===== src/rtl/mul_seq_nbit.sv =====
`default_nettype none
// ============================================================================
// Module      : mul_seq_nbit
// Description : Multi-cycle shift-add multiplier, signed/unsigned, with
//               valid/ready handshakes. Optional MUL_SEQ_EARLY_EXIT_EN
//               finishes once the remaining multiplier bits are zero.
// Revision    : 1.0 - initial release
// ============================================================================
module mul_seq_nbit #(
    parameter int WIDTH = 8,
    parameter int CNT_W = $clog2(WIDTH + 1)
) (
    input  logic                 clk,
    input  logic                 rst_n,
    input  logic                 in_valid,
    output logic                 in_ready,
    input  logic [WIDTH-1:0]     A,
    input  logic [WIDTH-1:0]     B,
    input  logic                 is_signed,
    output logic                 out_valid,
    input  logic                 out_ready,
    output logic [2*WIDTH-1:0]   P
);

    localparam logic [1:0] c_ST_IDLE = 2'd0;
    localparam logic [1:0] c_ST_BUSY = 2'd1;
    localparam logic [1:0] c_ST_DONE = 2'd2;
    localparam logic [CNT_W-1:0] c_CNT_LAST = CNT_W'(WIDTH);

    logic [1:0]           r_state;
    logic [WIDTH-1:0]     r_mcand;
    logic [WIDTH-1:0]     r_mb;
    logic [2*WIDTH-1:0]   r_acc;
    logic [CNT_W-1:0]     r_cnt;
    logic                 r_neg;
    logic [2*WIDTH-1:0]   r_p;
    logic                 r_out_valid;

    logic [WIDTH-1:0]     w_a_mag;
    logic [WIDTH-1:0]     w_b_mag;
    logic [WIDTH:0]       w_sum;
    logic [2*WIDTH-1:0]   w_acc_next;
    logic [WIDTH-1:0]     w_mb_next;
    logic [CNT_W-1:0]     w_cnt_next;
    logic                 w_last;
    logic [2*WIDTH-1:0]   w_acc_final;
    logic [2*WIDTH-1:0]   w_prod;

    assign in_ready  = (r_state == c_ST_IDLE);
    assign out_valid = r_out_valid;
    assign P         = r_p;

    // The most negative value negates to itself, which read unsigned is its magnitude.
    assign w_a_mag = (is_signed && A[WIDTH-1]) ? -A : A;
    assign w_b_mag = (is_signed && B[WIDTH-1]) ? -B : B;

    assign w_sum      = {1'b0, r_acc[2*WIDTH-1:WIDTH]} + (r_mb[0] ? {1'b0, r_mcand} : '0);
    assign w_acc_next = {w_sum, r_acc[WIDTH-1:1]};
    assign w_mb_next  = r_mb >> 1;
    assign w_cnt_next = r_cnt + CNT_W'(1);

`ifdef MUL_SEQ_EARLY_EXIT_EN
    logic [CNT_W-1:0] w_shift;
    // Skipped iterations would only shift right, so apply them in one step.
    assign w_shift     = c_CNT_LAST - w_cnt_next;
    assign w_last      = (w_cnt_next == c_CNT_LAST) || (w_mb_next == '0);
    assign w_acc_final = w_acc_next >> w_shift;
`else
    assign w_last      = (w_cnt_next == c_CNT_LAST);
    assign w_acc_final = w_acc_next;
`endif

    assign w_prod = r_neg ? -w_acc_final : w_acc_final;

    always_ff @(posedge clk) begin
        if (!rst_n) begin
            r_state     <= c_ST_IDLE;
            r_mcand     <= '0;
            r_mb        <= '0;
            r_acc       <= '0;
            r_cnt       <= '0;
            r_neg       <= 1'b0;
            r_p         <= '0;
            r_out_valid <= 1'b0;
        end else begin
            case (r_state)
                c_ST_IDLE: begin
                    if (in_valid) begin
                        r_mcand <= w_a_mag;
                        r_mb    <= w_b_mag;
                        r_neg   <= is_signed & (A[WIDTH-1] ^ B[WIDTH-1]);
                        r_acc   <= '0;
                        r_cnt   <= '0;
                        r_state <= c_ST_BUSY;
                    end
                end
                c_ST_BUSY: begin
                    r_acc <= w_acc_next;
                    r_mb  <= w_mb_next;
                    r_cnt <= w_cnt_next;
                    if (w_last) begin
                        r_p         <= w_prod;
                        r_out_valid <= 1'b1;
                        r_state     <= c_ST_DONE;
                    end
                end
                c_ST_DONE: begin
                    if (out_ready) begin
                        r_out_valid <= 1'b0;
                        r_state     <= c_ST_IDLE;
                    end
                end
                default: r_state <= c_ST_IDLE;
            endcase
        end
    end

endmodule
`default_nettype wire


===== config.mk =====
export PLATFORM = sky130hd
export DESIGN_NAME = mul_seq_nbit
export DESIGN_NICKNAME = d
export VERILOG_FILES = /design/src/rtl/mul_seq_nbit.sv
export SDC_FILE = /design/constraint.sdc
export NUM_CORES = 1
export LEC_CHECK = 0
export CAP_MARGIN = 20
export CELL_PAD_IN_SITES_DETAIL_PLACEMENT = 0
export CELL_PAD_IN_SITES_GLOBAL_PLACEMENT = 2
export CORE_AREA = 2 2 98 100
export DETAILED_ROUTE_END_ITERATION = 16
export DIE_AREA = 0 0 100 102
export PLACE_DENSITY_LB_ADDON = 0.1
export SLEW_MARGIN = 15
export SYNTH_ARGS = -nofsm -noshare
export SYNTH_HDL_FRONTEND = slang
export SYNTH_SLANG_ARGS = --single-unit

===== constraint.sdc =====
create_clock -name clk -period 5.5 [get_ports clk]
set_clock_uncertainty 0.2 [all_clocks]
set_input_delay 0.55 -clock clk [delete_from_list [all_inputs] [get_ports clk]]
set_output_delay 0.55 -clock clk [all_outputs]
set_load 0.005 [all_outputs]

==> results.toml, run 1 <==
[power_and_ir_drop]
power.leakage_nw = 1.56
finalPower_mw = 0.737
worst_ir_drop_vdd_mv = 0.0824
power_density_mw_per_mm2 = 197

[synth]
syn_avg_cell_area_sq_um = 8.23
async_reset_ff_frac = 0
yosys_warnings = 0
synth.yosys.seq_area_share = 0.343
synth_cells = 390
synth_flop_cell = "dfxtp_1"
syn-cell-area_sq_mm = 0.00321
syn_nets = 425
synth-edff-count = 0
ys_ff_latch = 55
netlist-cell-type-count = 52

[final_layout]
final_cell_mix = "nand2_1, dfxtp_1, clkdlybuf4s50_1, nand3_1, a21boi_0"
layout_commonest_cell = "nand2_1"
seqCellArea_sq_mm = 0.00110
fin_area_sq_mm = 0.00374
final_util = 0.410
multi_input_area_sq_mm = 0.00198
fillCellCount = 954
n_antenna_cell = 0
drive_gt1_frac = 0.0506
layout.nets = 449
syn_to_final_growth_pct = 16.4
fin_cells = 526

[timing]
fin_ws_ps = 2330
grt_setup_unrepaired = "false"
fin_crit_sh = 0.577
fmax_mhz = 315
setup_viol = 0
tightest_slew_ps = 951
setup_tns_ps = 0
slew_viol_final = 0
slew_headroom = 0.366
holdWs_ps = 274
min_period_ps = 3170
finalHoldViolations = 0

[floorplan]
num_rows = 35
io_pins = 39
die_y_um = 102
core_area_sq_mm = 0.00911
dieArea_sq_mm = 0.0102
start_util = 0.352
die_w_um = 100

[clock_network]
clk_latency_ps = 310
hold_buffers = 0
root_buffer = "clkbuf_8"
post_cts_resized = 0
path_clk_slew_ps = 100
clock-sinks = 55
post_cts_buffers = 0
cts_max_level = 2
numCtsBuffers = 5
cts_buffer_depth = 2
cts_tree = "built"

[global_route]
gr-total-overflow = 0
grt_pass1_wl_um = 13000
antenna_found_initial = 0
grt_pass1_vias = 2621
grt_max_degree = 57
grt_usage = 0.160

[route]
detail-route-antenna-nets = 0
route.detailed.drc = 0
via_per_inst = 5.20
num_vias = 2735
wl_per_cell_um = 14.5
totalWireLength_um = 7650
first_iter_violations = 119
firstDrtPassIters = 4

[setup_path]
cp.required_ps = 5510
cp_slowest_stage_delay_ps = 520
path_cells = "and2_1 > ha_1 > fa_1 > a21oi_1 > o21ai_1 > xor2_1 > or2_2 > or4_4 > mux2i_1 > o31a_1"
r2r_start = "r_mb[0]$_SDFFE_PN0P_"
cp_max_fo = 9
cpMaxStageDelayCell = "or4_4"
worst_r2r_endpoint = "P[15]$_SDFFE_PN0P_"
reg2reg_slack_ps = 2330
path_delay_family = "simple AND/OR/NAND/NOR gates"
worstSetupEndpointType = "flop"
path_buf_inv = 0
crit_type = "reg2reg"
reg2reg_depth = 10
cp.arrival_ps = 3180
cp-start-kind = "flop"

[placed_design]
io_buffers = 38
dp_cells = 518
gp_congestion = 0.846
hpwl_um = 5410
dpl-instance-area_sq_mm = 0.00365
dp_slack_ps = 2340

[flow_run]
drv_cap = 0

[outcome]
outcome = "finished, final reports clean"

[worst_hold_path]
hold_path_class = "reg2reg"
hold_depth = 2
min_to = "r_mcand[0]$_SDFFE_PN0P_"
hp-start = "r_mcand[0]$_SDFFE_PN0P_"
==> cell usage after synthesis (2+ instances only) <==
library cell	count	area share
or3_1	2	0.0039
o211ai_1	2	0.0047
a22oi_1	6	0.014
dfxtp_1	55	0.34
nor2b_1	7	0.014
ha_1	13	0.051
o21ai_0	22	0.034
o21a_1	4	0.0094
a21boi_0	24	0.056
xnor2_1	9	0.025
nor2_1	20	0.023
nand3_1	31	0.048
o211a_1	16	0.050
xor2_1	17	0.046
buf_2	2	0.0031
o41ai_1	3	0.0082
o31ai_1	2	0.0047
mux2i_1	3	0.0094
a31oi_1	4	0.0078
nor3b_1	2	0.0047
nor3_1	4	0.0062
nand2_1	58	0.068
a21oi_1	12	0.019
inv_1	9	0.011
nand2b_1	2	0.0039
and2_1	16	0.031
clkbuf_1	20	0.023
==> how the worst max path moves through the flow <==
| stage | from | to | cells past startpoint |
|---|---|---|---|
| 3_3_place_gp | r_mb[0]$_SDFFE_PN0P_ | P[15]$_SDFFE_PN0P_ | 10 |
| 2_1_floorplan | r_mb[0]$_SDFFE_PN0P_ | P[15]$_SDFFE_PN0P_ | 10 |
| 3_5_place_dp | r_mb[0]$_SDFFE_PN0P_ | P[15]$_SDFFE_PN0P_ | 10 |
| 6_report | r_mb[0]$_SDFFE_PN0P_ | P[15]$_SDFFE_PN0P_ | 10 |
| 5_1_grt | r_mb[0]$_SDFFE_PN0P_ | P[15]$_SDFFE_PN0P_ | 10 |
| 4_1_cts | r_mb[0]$_SDFFE_PN0P_ | P[15]$_SDFFE_PN0P_ | 10 |
==> power by group <==
part | leakage (nW) | switching, mW | total [mW] | internal (mW)
Combinational | 1.08 | 0.0535 | 0.0951 | 0.0416
Clock | 0.0422 | 0.135 | 0.225 | 0.0900
Sequential | 0.446 | 0.00866 | 0.417 | 0.408
==> metal layers <==
metal,part of all wire,GRT usage
met5,0,0
met4,0.011,0.0379
met3,0.023,0.0239
met2,0.44,0.262
met1,0.52,0.224
==> state kept, by name, summed over array words and instances, names as in the netlist <==
register	cells
P	16
out_valid	1
r_acc	15
r_cnt	4
r_mb	8
r_mcand	8
r_neg	1
r_state	2
==> tightest hold or removal path: stages (launching register included) <==
cell and delay (ps):
dfxtp_1 320, nand2_1 50, a21boi_0 70
==> area by class of cell <==
class / count / area share
Clock buffer: 7 / 0.0204
Clock inverter: 1 / 0.00134
Inverter: 9 / 0.00904
Multi-Input combinational cell: 302 / 0.529
Sequential cell: 55 / 0.295
Tap cell: 111 / 0.0372
Timing Repair Buffer: 41 / 0.108
==> cells by family after synthesis <==
logic type | Yosys count | share of synthesized area
adders and majority gates | 14 | 0.0569
muxes | 4 | 0.0129
and+or+nand+nor | 151 | 0.231
xor gates and xnor gates | 26 | 0.0709
AOI/OAI and AO/OA | 107 | 0.243
buffers and inverters | 33 | 0.0417
DFF | 55 | 0.343
(Power assumes the default switching activity.)
==> inputs of run 2 (changes only) <==
- CORE_AREA: 2 2 98 100 -> 2 2 107 109
- DIE_AREA: 0 0 100 102 -> 0 0 109 111
- clock period: 5.5 -> 2.7 ns (I/O delays scaled with it)
==> run 2 against run 1 <==
Net effect:
- the flow now finishes with violations (negative setup slack)
- global-route usage down 2.3 points
- fmax up 14%
- total power up 150%
- utilization down 3.2 points
- via count up 3.8%
- register-to-register slack worse by 2400 ps
- routed wire length up 1.3%
- critical path depth unchanged
- non-clock buffer count up 28
- first-iteration DRC count up 14%
==> results.toml, run 2 (synthesis gave the netlist of run 1 again) <==
[outcome]
outcome = "finished with violations"
violations = "negative setup slack"

[final_layout]
largest_register_ffs = 16
layout.nets = 477
fillCellCount = 1205
layout_commonest_cell = "nand2_1"
syn_to_final_growth_pct = 30.6
drive_gt1_frac = 0.147
final_cell_mix = "nand2_1, dfxtp_1, clkdlybuf4s50_1, nand3_1, buf_4"
n_antenna_cell = 0

[floorplan]
num_rows = 39
io_pins = 39
core_area_sq_mm = 0.0111
start_util = 0.290
die_w_um = 109
dieArea_sq_mm = 0.0121
die_y_um = 111

[clock_network]
cts_buffer_depth = 2
hold_buffers = 0
numCtsBuffers = 5
cts_tree = "built"
clock-sinks = 55
path_clk_slew_ps = 70
cts_max_level = 2
root_buffer = "clkbuf_16"
clk_latency_ps = 300

[route]
via_per_inst = 4.84
num_vias = 2838
totalWireLength_um = 7760
route.detailed.drc = 0
detail-route-antenna-nets = 0
firstDrtPassIters = 4
wl_per_cell_um = 13.2
first_iter_violations = 136

[timing]
min_period_ps = 2780
slew_headroom = 0.558
fmax_mhz = 360
fin_crit_sh = 1.03
slew_viol_final = 0
setup_viol = 1
grt_setup_unrepaired = "true"
fin_ws_ps = -75.3
finalHoldViolations = 0
tightest_slew_ps = 662

[global_route]
grt_usage = 0.137
gr-total-overflow = 0
grt_pass1_wl_um = 13400
grt_pass1_vias = 2752
antenna_found_initial = 0
grt_max_degree = 57

[setup_path]
reg2reg_slack_ps = -80
cp-start-kind = "flop"
cp_max_fo = 3
worstSetupEndpointType = "flop"
cp.required_ps = 2690
crit_type = "reg2reg"
cp.arrival_ps = 2760

[placed_design]
dp_slack_ps = -137
gp_congestion = 0.736
hpwl_um = 5740
io_buffers = 38

[power_and_ir_drop]
finalPower_mw = 1.83
swShare = 0.235
clockPowerShare = 0.414
seqPwrFrac = 0.464
comb_power_share = 0.121
intPower_mw = 1.40
worst_ir_drop_vdd_mv = 0.242
power.leakage_nw = 1.77
power_density_mw_per_mm2 = 437
switchingPower_mw = 0.430

[worst_hold_path]
hold_path_class = "reg2reg"

[flow_run]
drv_cap = 0
[run 2: metrics by stage]
stage               instance area [sq um]   util  TNS (ps)  instances  hold WS, ps
finish                               4190  0.379     -75.3        586          264
global route                         4190  0.379      -427        586          287
CTS                                  4120  0.372      -166        586          265
detailed placement                   3940  0.356      -187        578          255
global placement                     3940  0.356      -156        578          255
floorplan                            3230      -      -111        390          215
[run 2: area by class of cell]
type,count,area [sq um],area share
clock buffer,6,139,0.0331
clock inverter,2,35.0,0.00836
inverter,9,33.8,0.00806
multi-input combinational,302,2080,0.496
sequential,55,1100,0.263
tap,143,179,0.0427
timing repair buffer,69,626,0.149
[run 2: metal layers]
layer / vias to the layer above / GRT usage / routed length, um
met5: - / 0 / 0
met3: 5 / 0.0229 / 270
li1: 1476 / - / -
met2: 56 / 0.220 / 3560
met4: 0 / 0.0359 / 92
met1: 1301 / 0.189 / 3830
[run 2: power groups by stage]
stage          logic, mW  registers [mW]  clock network (mW)
6_report           0.222           0.851               0.759
5_1_grt            0.250           0.854               0.815
4_1_cts            0.222           0.850               0.792
3_5_place_dp       0.221           0.869                   0
3_3_place_gp       0.222           0.869                   0
2_1_floorplan      0.129           0.861                   0
[run 2: final timing paths]
path / start / endpoint / depth (start not counted)
setup / recovery: r_mcand[0]$_SDFFE_PN0P_ / P[15]$_SDFFE_PN0P_ / 10
hold / removal: r_mcand[7]$_SDFFE_PN0P_ / r_mcand[7]$_SDFFE_PN0P_ / 2
setup reg to reg: r_mcand[0]$_SDFFE_PN0P_ / P[15]$_SDFFE_PN0P_ / 10
hold reg to reg: r_mcand[7]$_SDFFE_PN0P_ / r_mcand[7]$_SDFFE_PN0P_ / 2
[run 2: what timing repair did]
item / CTS / global route
resized for setup: 1 / 10
setup endpoints to repair: 2 / 6
pin swaps: 3 / 2
setup buffers: 0 / 0
[run 2: worst max-delay path, cell delays in order, from the launching register on]
cell and delay [ps]:
dfxtp_1 310, and2_4 150, ha_2 170, fa_2 360, a21oi_4 150, o21ai_2 90
xor2_2 150, or2_4 250, or4_4 480, mux2i_1 130, o31a_1 230
